### src/rtl/mux2a1_cond_l2_if.sv
// Bus interface for the L2 2-to-1 combining mux.
// Handshake: an input word on lane N is taken at a rising clk_2f edge
// exactly when validN and readyN are both high; validN high while readyN
// is low at an edge (outside reset) drops the word and sets overflowN.
// validout is a one-cycle strobe: high for exactly the cycle after the edge
// that loaded a new word into data_out_muxL2. There is no back-pressure on
// the output side.
// dbg_count0/dbg_count1 expose the FIFO occupancies for observation.
interface mux2a1_cond_l2_if #(
    parameter int DATA_W     = 8,
    parameter int FIFO_DEPTH = 4
);
    localparam int CW = $clog2(FIFO_DEPTH) + 1;

    logic              valid0;
    logic [DATA_W-1:0] data_in0;
    logic              valid1;
    logic [DATA_W-1:0] data_in1;
    logic              ready0;
    logic              ready1;
    logic              validout;
    logic [DATA_W-1:0] data_out_muxL2;
    logic              lane_id;
    logic              selectorL2;
    logic              overflow0;
    logic              overflow1;
    logic [CW-1:0]     dbg_count0;
    logic [CW-1:0]     dbg_count1;

    // Source side: drives the two input lanes, observes everything else.
    modport master (
        output valid0, data_in0, valid1, data_in1,
        input  ready0, ready1, validout, data_out_muxL2, lane_id,
        input  selectorL2, overflow0, overflow1, dbg_count0, dbg_count1
    );

    // Mux side.
    modport slave (
        input  valid0, data_in0, valid1, data_in1,
        output ready0, ready1, validout, data_out_muxL2, lane_id,
        output selectorL2, overflow0, overflow1, dbg_count0, dbg_count1
    );
endinterface

### src/rtl/mux2a1_cond_l2.sv
// mux2a1_cond_l2: layer-2 combining mux. Two byte lanes are each buffered
// in a FIFO_DEPTH-word FIFO; a selector alternates between lanes every
// clk_2f cycle and the served word is registered onto data_out_muxL2 with
// its source lane in lane_id.
// Optional feature: define SKIP_EMPTY_EN for work-conserving scheduling
// (an empty selected lane yields its slot to the other lane). Without it,
// the selector alternates strictly and empty slots give validout = 0.
module mux2a1_cond_l2 #(
    parameter int DATA_W     = 8,
    parameter int FIFO_DEPTH = 4
) (
    input logic             clk_2f,
    input logic             reset,
    mux2a1_cond_l2_if.slave bus
);
    localparam int AW = $clog2(FIFO_DEPTH);
    localparam int CW = AW + 1;
    localparam logic [CW-1:0] FULL_CNT = CW'(FIFO_DEPTH);

    // FIFO storage and bookkeeping, one set per lane
    logic [DATA_W-1:0] mem0_q [FIFO_DEPTH];
    logic [DATA_W-1:0] mem1_q [FIFO_DEPTH];
    logic [AW-1:0]     wptr0_q, wptr0_d, rptr0_q, rptr0_d;
    logic [AW-1:0]     wptr1_q, wptr1_d, rptr1_q, rptr1_d;
    logic [CW-1:0]     cnt0_q, cnt0_d, cnt1_q, cnt1_d;

    // Output and scheduler registers
    logic              validout_q, validout_d;
    logic [DATA_W-1:0] data_q, data_d;
    logic              lane_q, lane_d;
    logic              sel_q, sel_d;
    logic              ovf0_q, ovf0_d, ovf1_q, ovf1_d;

    // Handshake and scheduling decisions
    logic              ready0, ready1;
    logic              push0, push1;
    logic              drop0, drop1;
    logic              empty0, empty1;
    logic              pop0, pop1;
    logic              serve_any;
    logic              serve_lane;
    logic [DATA_W-1:0] head;

    // Input-side acceptance: ready is forced low during reset so nothing
    // is taken while the FIFOs are being flushed.
    always_comb begin
        ready0 = !reset && (cnt0_q != FULL_CNT);
        ready1 = !reset && (cnt1_q != FULL_CNT);
        push0  = bus.valid0 && ready0;
        push1  = bus.valid1 && ready1;
        drop0  = bus.valid0 && !ready0 && !reset;
        drop1  = bus.valid1 && !ready1 && !reset;
        empty0 = (cnt0_q == '0);
        empty1 = (cnt1_q == '0);
    end

    // Scheduler: decide which FIFO (if any) is popped at this edge and what
    // the selector becomes. Emptiness is judged on pre-edge counts, so a
    // word pushed at this same edge is never popped by it.
    always_comb begin
        pop0       = 1'b0;
        pop1       = 1'b0;
        serve_lane = sel_q;
`ifdef SKIP_EMPTY_EN
        if (!sel_q) begin
            if (!empty0) begin
                pop0       = 1'b1;
                serve_lane = 1'b0;
            end else if (!empty1) begin
                pop1       = 1'b1;
                serve_lane = 1'b1;
            end
        end else begin
            if (!empty1) begin
                pop1       = 1'b1;
                serve_lane = 1'b1;
            end else if (!empty0) begin
                pop0       = 1'b1;
                serve_lane = 1'b0;
            end
        end
`else
        if (!sel_q) begin
            pop0 = !empty0;
        end else begin
            pop1 = !empty1;
        end
`endif
        serve_any = pop0 || pop1;
        // With no pop, serve_lane equals sel_q, so this also covers the
        // plain alternation case.
        sel_d     = ~serve_lane;
    end

    // Head word of the lane being served
    always_comb begin
        head = serve_lane ? mem1_q[rptr1_q] : mem0_q[rptr0_q];
    end

    // FIFO pointer and occupancy next-state
    always_comb begin
        wptr0_d = wptr0_q;
        rptr0_d = rptr0_q;
        wptr1_d = wptr1_q;
        rptr1_d = rptr1_q;
        if (push0) wptr0_d = wptr0_q + AW'(1);
        if (pop0)  rptr0_d = rptr0_q + AW'(1);
        if (push1) wptr1_d = wptr1_q + AW'(1);
        if (pop1)  rptr1_d = rptr1_q + AW'(1);
        cnt0_d = cnt0_q + CW'(push0) - CW'(pop0);
        cnt1_d = cnt1_q + CW'(push1) - CW'(pop1);
    end

    // Output register next-state: data and lane hold when nothing is served
    always_comb begin
        validout_d = serve_any;
        data_d     = serve_any ? head : data_q;
        lane_d     = serve_any ? serve_lane : lane_q;
        ovf0_d     = ovf0_q || drop0;
        ovf1_d     = ovf1_q || drop1;
    end

    // FIFO data storage; contents need no reset because pointers gate reads
    always_ff @(posedge clk_2f) begin
        if (push0) mem0_q[wptr0_q] <= bus.data_in0;
        if (push1) mem1_q[wptr1_q] <= bus.data_in1;
    end

    // Control state with synchronous flush
    always_ff @(posedge clk_2f) begin
        if (reset) begin
            wptr0_q    <= '0;
            rptr0_q    <= '0;
            cnt0_q     <= '0;
            wptr1_q    <= '0;
            rptr1_q    <= '0;
            cnt1_q     <= '0;
            validout_q <= 1'b0;
            data_q     <= '0;
            lane_q     <= 1'b0;
            sel_q      <= 1'b0;
            ovf0_q     <= 1'b0;
            ovf1_q     <= 1'b0;
        end else begin
            wptr0_q    <= wptr0_d;
            rptr0_q    <= rptr0_d;
            cnt0_q     <= cnt0_d;
            wptr1_q    <= wptr1_d;
            rptr1_q    <= rptr1_d;
            cnt1_q     <= cnt1_d;
            validout_q <= validout_d;
            data_q     <= data_d;
            lane_q     <= lane_d;
            sel_q      <= sel_d;
            ovf0_q     <= ovf0_d;
            ovf1_q     <= ovf1_d;
        end
    end

    // Drive the interface outputs
    assign bus.ready0         = ready0;
    assign bus.ready1         = ready1;
    assign bus.validout       = validout_q;
    assign bus.data_out_muxL2 = data_q;
    assign bus.lane_id        = lane_q;
    assign bus.selectorL2     = sel_q;
    assign bus.overflow0      = ovf0_q;
    assign bus.overflow1      = ovf1_q;
    assign bus.dbg_count0     = cnt0_q;
    assign bus.dbg_count1     = cnt1_q;
endmodule

### src/flat_wrapper.sv
// flat-port wrapper written by rule: the top's interface ports become plain ports
module mux2a1_cond_l2_flat 
#(
    parameter int DATA_W     = 8,
    parameter int FIFO_DEPTH = 4
)
  (clk_2f, reset, bus_valid0, bus_data_in0, bus_valid1, bus_data_in1, bus_ready0, bus_ready1, bus_validout, bus_data_out_muxL2, bus_lane_id, bus_selectorL2, bus_overflow0, bus_overflow1, bus_dbg_count0, bus_dbg_count1);
  mux2a1_cond_l2_if #(.DATA_W(DATA_W), .FIFO_DEPTH(FIFO_DEPTH)) bus_i ();
  input logic clk_2f;
  input logic reset;
  input wire logic [$bits(bus_i.valid0)-1:0] bus_valid0;
  input wire logic [$bits(bus_i.data_in0)-1:0] bus_data_in0;
  input wire logic [$bits(bus_i.valid1)-1:0] bus_valid1;
  input wire logic [$bits(bus_i.data_in1)-1:0] bus_data_in1;
  output wire logic [$bits(bus_i.ready0)-1:0] bus_ready0;
  output wire logic [$bits(bus_i.ready1)-1:0] bus_ready1;
  output wire logic [$bits(bus_i.validout)-1:0] bus_validout;
  output wire logic [$bits(bus_i.data_out_muxL2)-1:0] bus_data_out_muxL2;
  output wire logic [$bits(bus_i.lane_id)-1:0] bus_lane_id;
  output wire logic [$bits(bus_i.selectorL2)-1:0] bus_selectorL2;
  output wire logic [$bits(bus_i.overflow0)-1:0] bus_overflow0;
  output wire logic [$bits(bus_i.overflow1)-1:0] bus_overflow1;
  output wire logic [$bits(bus_i.dbg_count0)-1:0] bus_dbg_count0;
  output wire logic [$bits(bus_i.dbg_count1)-1:0] bus_dbg_count1;
  assign bus_i.valid0 = bus_valid0;
  assign bus_i.data_in0 = bus_data_in0;
  assign bus_i.valid1 = bus_valid1;
  assign bus_i.data_in1 = bus_data_in1;
  assign bus_ready0 = bus_i.ready0;
  assign bus_ready1 = bus_i.ready1;
  assign bus_validout = bus_i.validout;
  assign bus_data_out_muxL2 = bus_i.data_out_muxL2;
  assign bus_lane_id = bus_i.lane_id;
  assign bus_selectorL2 = bus_i.selectorL2;
  assign bus_overflow0 = bus_i.overflow0;
  assign bus_overflow1 = bus_i.overflow1;
  assign bus_dbg_count0 = bus_i.dbg_count0;
  assign bus_dbg_count1 = bus_i.dbg_count1;
  mux2a1_cond_l2 #(.DATA_W(DATA_W), .FIFO_DEPTH(FIFO_DEPTH)) u_core (.clk_2f(clk_2f), .reset(reset), .bus(bus_i));
endmodule
### config.mk
export PLATFORM = sky130hd
export DESIGN_NAME = mux2a1_cond_l2_flat
export DESIGN_NICKNAME = d
export VERILOG_FILES = /design/src/rtl/mux2a1_cond_l2_if.sv /design/src/rtl/mux2a1_cond_l2.sv /design/src/flat_wrapper.sv
export SDC_FILE = /design/constraint.sdc
export NUM_CORES = 1
export LEC_CHECK = 0
export BUFFER_PORTS_ARGS = -buffer_cell sky130_fd_sc_hd__buf_4
export CAP_MARGIN = 20
export CORE_ASPECT_RATIO = 0.5
export CORE_UTILIZATION = 55
export CTS_CLUSTER_DIAMETER = 40
export DETAILED_ROUTE_END_ITERATION = 16
export PLACE_DENSITY = 0.75
export SLEW_MARGIN = 20
export SYNTH_ARGS = -nofsm -noshare
export SYNTH_HDL_FRONTEND = slang
export SYNTH_SLANG_ARGS = --single-unit
### constraint.sdc
create_clock -name clk_2f -period 4.2 [get_ports clk_2f]
set_clock_uncertainty 0.2 [all_clocks]
set_input_delay 0.42 -clock clk_2f [delete_from_list [all_inputs] [get_ports clk_2f]]
set_output_delay 0.42 -clock clk_2f [all_outputs]
set_load 0.01 [all_outputs]
==> run metrics, run 1 <==
status finished clean; vias around 2,100; Total GRT Usage 0.1952; Post-Layout Cell Count 385; Port Buffers 40; CP Cell Sequence o31ai_2 -> inv_1 -> ha_1 -> inv_1 -> ha_1 -> fa_1 -> xnor2_1 -> xnor2_1 -> nor2_1; drt drc 0; CTS root buf clkbuf_16; Initial Util 0.5761; gr ovfl total 0; Async SR Flop Fraction 0; P_leak 1.656 nW; cell family with most CP delay flip-flops; Sw Ratio 0.2876; area grow syn2layout 16.02%; post-DR wirelength/cell 17.16 µm; Comb pwr share 0.243; Mapped Cells 250; Post-synth EDFFs 64; die area 7433 µm²; post-DP HPWL 4497 µm; global-route wire length before repair 10,170 µm; PwrDens 595.1 nW/µm²; register bit count reported by yosys 95; Worst slew margin 0.3518; # clock sinks between 90 and 100; Nets 322; IO Count between 40 and 50; Ys Warns 0; initial antenna violation count 0; largest net degree at the start of global routing 39; Top FF cell, synth edfxtp_1; Crit-path slowest cell dfxtp_1; setup TNS 0 ns; achievable clock frequency 341.9 MHz; # rows 21; clock slew at reported path FFs 0.06 ns; Post-Route WL ~6600 µm; final setup fails 0; final cycle utilization of the critical path 0.6964; share of cells above drive strength 1 0.2935; syn nets 284; DIE WIDTH ~120 µm; post-synthesis sequential area ratio 0.6536; Tightest Hold Check Type input pin to flop; Crit Path Class flop to flop; worst-skew pair later-pin latency 0.34 ns; cts repair resizes 0; worst-path fanout max 29; Slew Limit Fails 0; clock power share 0.291; clock buffer depth 2; initial drt markers 169; min Tclk post-route 2.925 ns; dpl cells ~370; final hold viol count 0; ANT cells 0; Worst R2R Setup Slack 1.27 ns; RSZ-0062 raised after global routing false; total setup buffers inserted after CTS 0; Buf+Inv Stages, Crit Path 2; CP endpoint kind flop; internal power around 1.9 mW; Sw Pwr between 0.7 and 0.8 mW; Syn Std Cell Area 3890 µm²; CTS Hold Bufs 0; Via density 5.413; ANT nets after route 0; VDD IR max 0.3250 mV; Unique masters post-synth 36; crit path DAT 2.94 ns; crit start category flop; sequential power share 0.466; CTS tree built; Die Ht approximately 60 µm; vias in the first global route ~2,000; DR pass1 iterations 4; maxcap violations 0; Num CTS Buffers 9; syn avg cell area 15.56 µm²; core area 6753 µm²; CP max stage delay ~0.96 ns; Final Wtd Congestion 0.7775; H-tree levels 3; Worst EP required between 4 and 5 ns; worst slew pin tran 0.9710 ns
power by group through the flow:
stage                     Sequential [mW]  Clock (mW)  Combinational (mW)
after global placement               1.26           0               0.637
after detailed placement             1.27           0               0.657
after CTS                            1.25       0.801               0.660
after global routing                 1.27       0.841               0.728
after floorplan                      1.24           0               0.478
final                                1.25       0.782               0.653
cell families after synthesis:
logic type / count (synthesis) / share of synthesized area
flops: 95 / 0.6536
simple gates: 44 / 0.06401
compound gates: 37 / 0.07881
buf+inv: 29 / 0.03634
mux: 26 / 0.1071
fa+ha+maj: 14 / 0.04889
xor+xnor: 5 / 0.01126
layer usage:
layer / vias to the layer above / wire [µm] / GRT usage
li1: 1021 / - / -
met1: 1012 / 3081 / 0.2477
met2: 45 / 3129 / 0.3167
met3: 6 / 347 / 0.07315
met4: 0 / 47 / 0.06878
met5: - / 0 / 0
stage by stage:
step | utilization | setup slack, ns | power, mW | hold slack (ns) | area (µm²)
detailed placement | 0.6255 | 1.275 | 1.928 | 0.2620 | 4224
CTS | 0.6683 | 1.271 | 2.714 | 0.06088 | 4513
global route | 0.6683 | 1.041 | 2.837 | 0.06284 | 4513
floorplan | - | 1.725 | 1.722 | 0.2533 | 3890
finish | 0.6683 | 1.275 | 2.686 | 0.07547 | 4513
global placement | 0.6255 | 1.424 | 1.900 | 0.2487 | 4224
worst paths after layout:
| kind | end | startpoint | depth (start not counted) |
|---|---|---|---|
| max | u_core.bus.dbg_count1[2] | u_core.bus.selectorL2 | 9 |
| min | u_core.mem1_q[2][1] | bus_data_in1[1] | 1 |
| max reg2reg | u_core.bus.dbg_count1[2] | u_core.bus.selectorL2 | 9 |
| min reg2reg | u_core.bus.overflow0 | u_core.bus.overflow0 | 2 |
flip-flops by register name (all words and copies together), names as in the netlist, named ones only:
| name | count |
|---|---|
| u_core.wptr1_q | 2 |
| u_core.bus.overflow1 | 1 |
| u_core.rptr1_q | 2 |
| u_core.bus.data_out_muxL2 | 8 |
| u_core.bus.dbg_count1 | 3 |
| u_core.mem1_q | 32 |
| u_core.bus.overflow0 | 1 |
| u_core.bus.lane_id | 1 |
| u_core.bus.validout | 1 |
| u_core.wptr0_q | 2 |
| u_core.rptr0_q | 2 |
| u_core.bus.dbg_count0 | 3 |
| u_core.bus.selectorL2 | 1 |
| u_core.mem0_q | 32 |
synthesized netlist by cell type (5+ instances only):
library cell | n | share of area
mux2_2 | 11 | 0.032
edfxtp_1 | 64 | 0.49
and2_1 | 9 | 0.014
a21oi_1 | 8 | 0.010
o31ai_1 | 6 | 0.012
o22ai_1 | 5 | 0.0080
mux4_2 | 10 | 0.058
ha_1 | 12 | 0.039
buf_2 | 7 | 0.0090
o2111ai_1 | 8 | 0.018
inv_1 | 16 | 0.015
dfxtp_1 | 31 | 0.16
o41ai_2 | 5 | 0.021
nor2_1 | 20 | 0.019
cell type report:
cell class,count,area [µm²]
Timing Repair Buffer,40,300.3
Fill cell,454,2240
Clock inverter,6,60.06
Multi-Input combinational cell,126,1206
Sequential cell,95,2542
Inverter,16,60.06
Tap cell,92,115.1
Clock buffer,10,229.0
cells in the final DEF (no fill, tap or decap), types with 3 or more instances in the layout:
cell / netlist / layout
a21oi_1: 8 / 8
and2_1: 9 / 9
buf_4: 0 / 40
clkbuf_16: 0 / 9
dfxtp_1: 31 / 31
edfxtp_1: 64 / 64
ha_1: 12 / 12
inv_1: 16 / 16
mux2_2: 11 / 11
mux2i_1: 3 / 3
mux4_2: 10 / 10
nor2_1: 20 / 20
nor2b_1: 3 / 3
nor3_2: 3 / 3
o2111ai_1: 8 / 8
o22ai_1: 5 / 5
o31ai_1: 6 / 6
o41ai_2: 5 / 5
or4_1: 3 / 3
xor2_1: 3 / 3
(Power assumes the default switching activity.)
==> run 2: changes to the inputs <==
- CORE_UTILIZATION: 55 -> 52
- clock period: 4.2 -> 2.5 ns (I/O delays scaled with it)
==> run 2 against run 1 <==
Maximum frequency up 26%. Hold slack improved by 0.047 ns. Cell area grew 4.5%. Clock power rose by 55%. Sequential share of layout area decreased by 2.4 points. Cell count up 6.5%. Critical path depth increased by 1. Critical path type unchanged. Critical endpoint is now u_core.bus.dbg_count0[2].
==> run metrics, run 2 (same netlist as run 1, synthesis figures left out) <==
Final Wtd Congestion roughly 0.76; commonest non-fill, non-tap cell in the layout edfxtp_1; CP max stage delay 0.39 ns; Worst slew margin 0.6279; DR pass1 iterations 4; worst slew pin tran 0.5573 ns; global-route wire length before repair 11,250 µm; Hold Worst Slack 0.1223 ns; worst hold start reset; crit start category flop; initial drt markers 155; met2 usage 0.3080; H-tree levels 3; final setup fails 0; vias in the first global route 2,204; largest net degree at the start of global routing 37; Crit Path Class flop to flop; Comb pwr share 0.270; CP endpoint kind flop; ANT nets after route 0; worst-skew pair later-pin latency 0.34 ns; Total GRT Usage 0.1953; vias 2,192; final cycle utilization of the critical path 0.9262; RSZ-0062 raised after global routing false; Initial Util 0.5587; gr ovfl total 0; status finished clean; Crit-path slowest cell dfxtp_1; post-DR wirelength/cell 17.20 µm; clock buffer depth 2; sequential power share 0.462; Num CTS Buffers 9; IO Count 41; commonest non-fill, non-tap cells in the layout edfxtp_1, buf_4, dfxtp_1; crit path DAT 2.37 ns; final hold viol count 0; VDD IR max approximately 0.46 mV; Sw Ratio 0.2950; setup TNS 0 ns; CP Cell Sequence nor3_2 -> nor2_1 -> ha_1 -> inv_1 -> ha_1 -> inv_1 -> fa_1 -> xor2_1 -> and2_1 -> nor3_1; GR Util met3 0.07647; drt drc 0; internal power approximately 3.2 mW; min Tclk post-route 2.315 ns; CTS tree built; core area a little under 7000 µm²; CTS root buf clkbuf_16; maxcap violations 0; Tightest Hold Check Type input pin to flop; PwrDens 955.6 nW/µm²; die area 7852 µm²; Nets 347; clock power share 0.268; Slew Limit Fails 0; Worst R2R Setup Slack approximately 0.18 ns; Post-Route WL about 7100 µm; post-DP HPWL approximately 4700 µm; # rows 21; share of cells above drive strength 1 0.2862; Port Buffers 40; Via density 5.346; Worst EP required 2.56 ns; P_leak around 1.8 nW; reg2reg start u_core.bus.dbg_count0[1]; worst-path fanout max 6; # clock sinks 95; DIE WIDTH between 100 and 150 µm; clock slew at reported path FFs 0.06 ns; area grow syn2layout 21.23%; cts repair resizes 0; achievable clock frequency about 430 MHz; M1 GR Usage 0.2559; hold path cells 3; initial antenna violation count 0; Die Ht 63.16 µm; Hold EP u_core.wptr1_q[1]; Sw Pwr 1.329 mW; reg2reg end u_core.bus.dbg_count0[2]; reg2reg path depth 10; most used routing layer met2; ANT cells 0
[run 2: cell count changes in the layout (fill, tap and decap cells not counted)]
cell / change
buf_4: +7
bufinv_16: -1
inv_6: -1
clkbuf_1: +2
clkinvlp_4: -1
dlygate4sd3_1: +18
clkinv_4: +1
[run 2: critical path: cells and delay by family, from the launching register on]
family                   cells  cell delay, ns
adder cells (fa/ha/maj)      3            0.77
flip-flops                   1            0.39
XOR/XNOR                     1            0.16
AND/OR/NAND/NOR              4            0.61
buffers and inverters        2            0.11
[run 2: metal layers]
| metal | up-vias | wire [µm] |
|---|---|---|
| met5 | - | 0 |
| met4 | 0 | 21 |
| met3 | 2 | 252 |
| met2 | 36 | 3394 |
| met1 | 1086 | 3383 |
| li1 | 1068 | - |
[run 2: timing repair]
| action | 4_1_cts | 5_1_grt |
|---|---|---|
| hold endpoints to repair | 66 | 0 |
| setup buffers | 0 | 0 |
| hold buffers | 18 | 0 |
[run 2: area by class of cell]
cell class,count,area (µm²)
Timing Repair Buffer,65,533.0
Fill cell,486,2247
Inverter,16,60.06
Multi-Input combinational cell,126,1206
Sequential cell,95,2542
Tap cell,92,115.1
Clock buffer,12,236.5
Clock inverter,4,22.52
[run 2: how the worst max path moves through the flow]
stage | from | to | slack, ns | cells after the start
after floorplan | u_core.bus.dbg_count0[1] | u_core.bus.dbg_count0[2] | 0.02 | 11
after global placement | u_core.bus.dbg_count1[0] | u_core.bus.dbg_count1[2] | 0.32 | 9
after detailed placement | u_core.bus.dbg_count1[0] | u_core.bus.dbg_count1[2] | 0.22 | 9
after CTS | u_core.bus.dbg_count0[1] | u_core.bus.dbg_count0[2] | 0.17 | 10
after global routing | u_core.bus.dbg_count0[1] | u_core.bus.dbg_count0[2] | 0.06 | 10
final | u_core.bus.dbg_count0[1] | u_core.bus.dbg_count0[2] | 0.18 | 10
[run 2: power by group through the flow]
stage / Clock [mW] / Sequential [mW] / Combinational, mW
2_1_floorplan: 0 / 2.09 / 0.803
5_1_grt: 1.29 / 2.11 / 1.34
3_3_place_gp: 0 / 2.09 / 1.14
3_5_place_dp: 0 / 2.11 / 1.20
4_1_cts: 1.23 / 2.08 / 1.23
6_report: 1.21 / 2.08 / 1.22
[run 2: stage by stage]
step / cell area (µm²) / utilization / instances / setup slack [ns] / power, mW
floorplan: 3890 / - / 250 / 0.02460 / 2.894
global placement: 4277 / 0.6142 / 376 / 0.3225 / 3.234
detailed placement: 4277 / 0.6142 / 376 / 0.2219 / 3.307
CTS: 4716 / 0.6773 / 410 / 0.1723 / 4.541
global route: 4716 / 0.6773 / 410 / 0.06163 / 4.748
finish: 4716 / 0.6773 / 410 / 0.1846 / 4.506
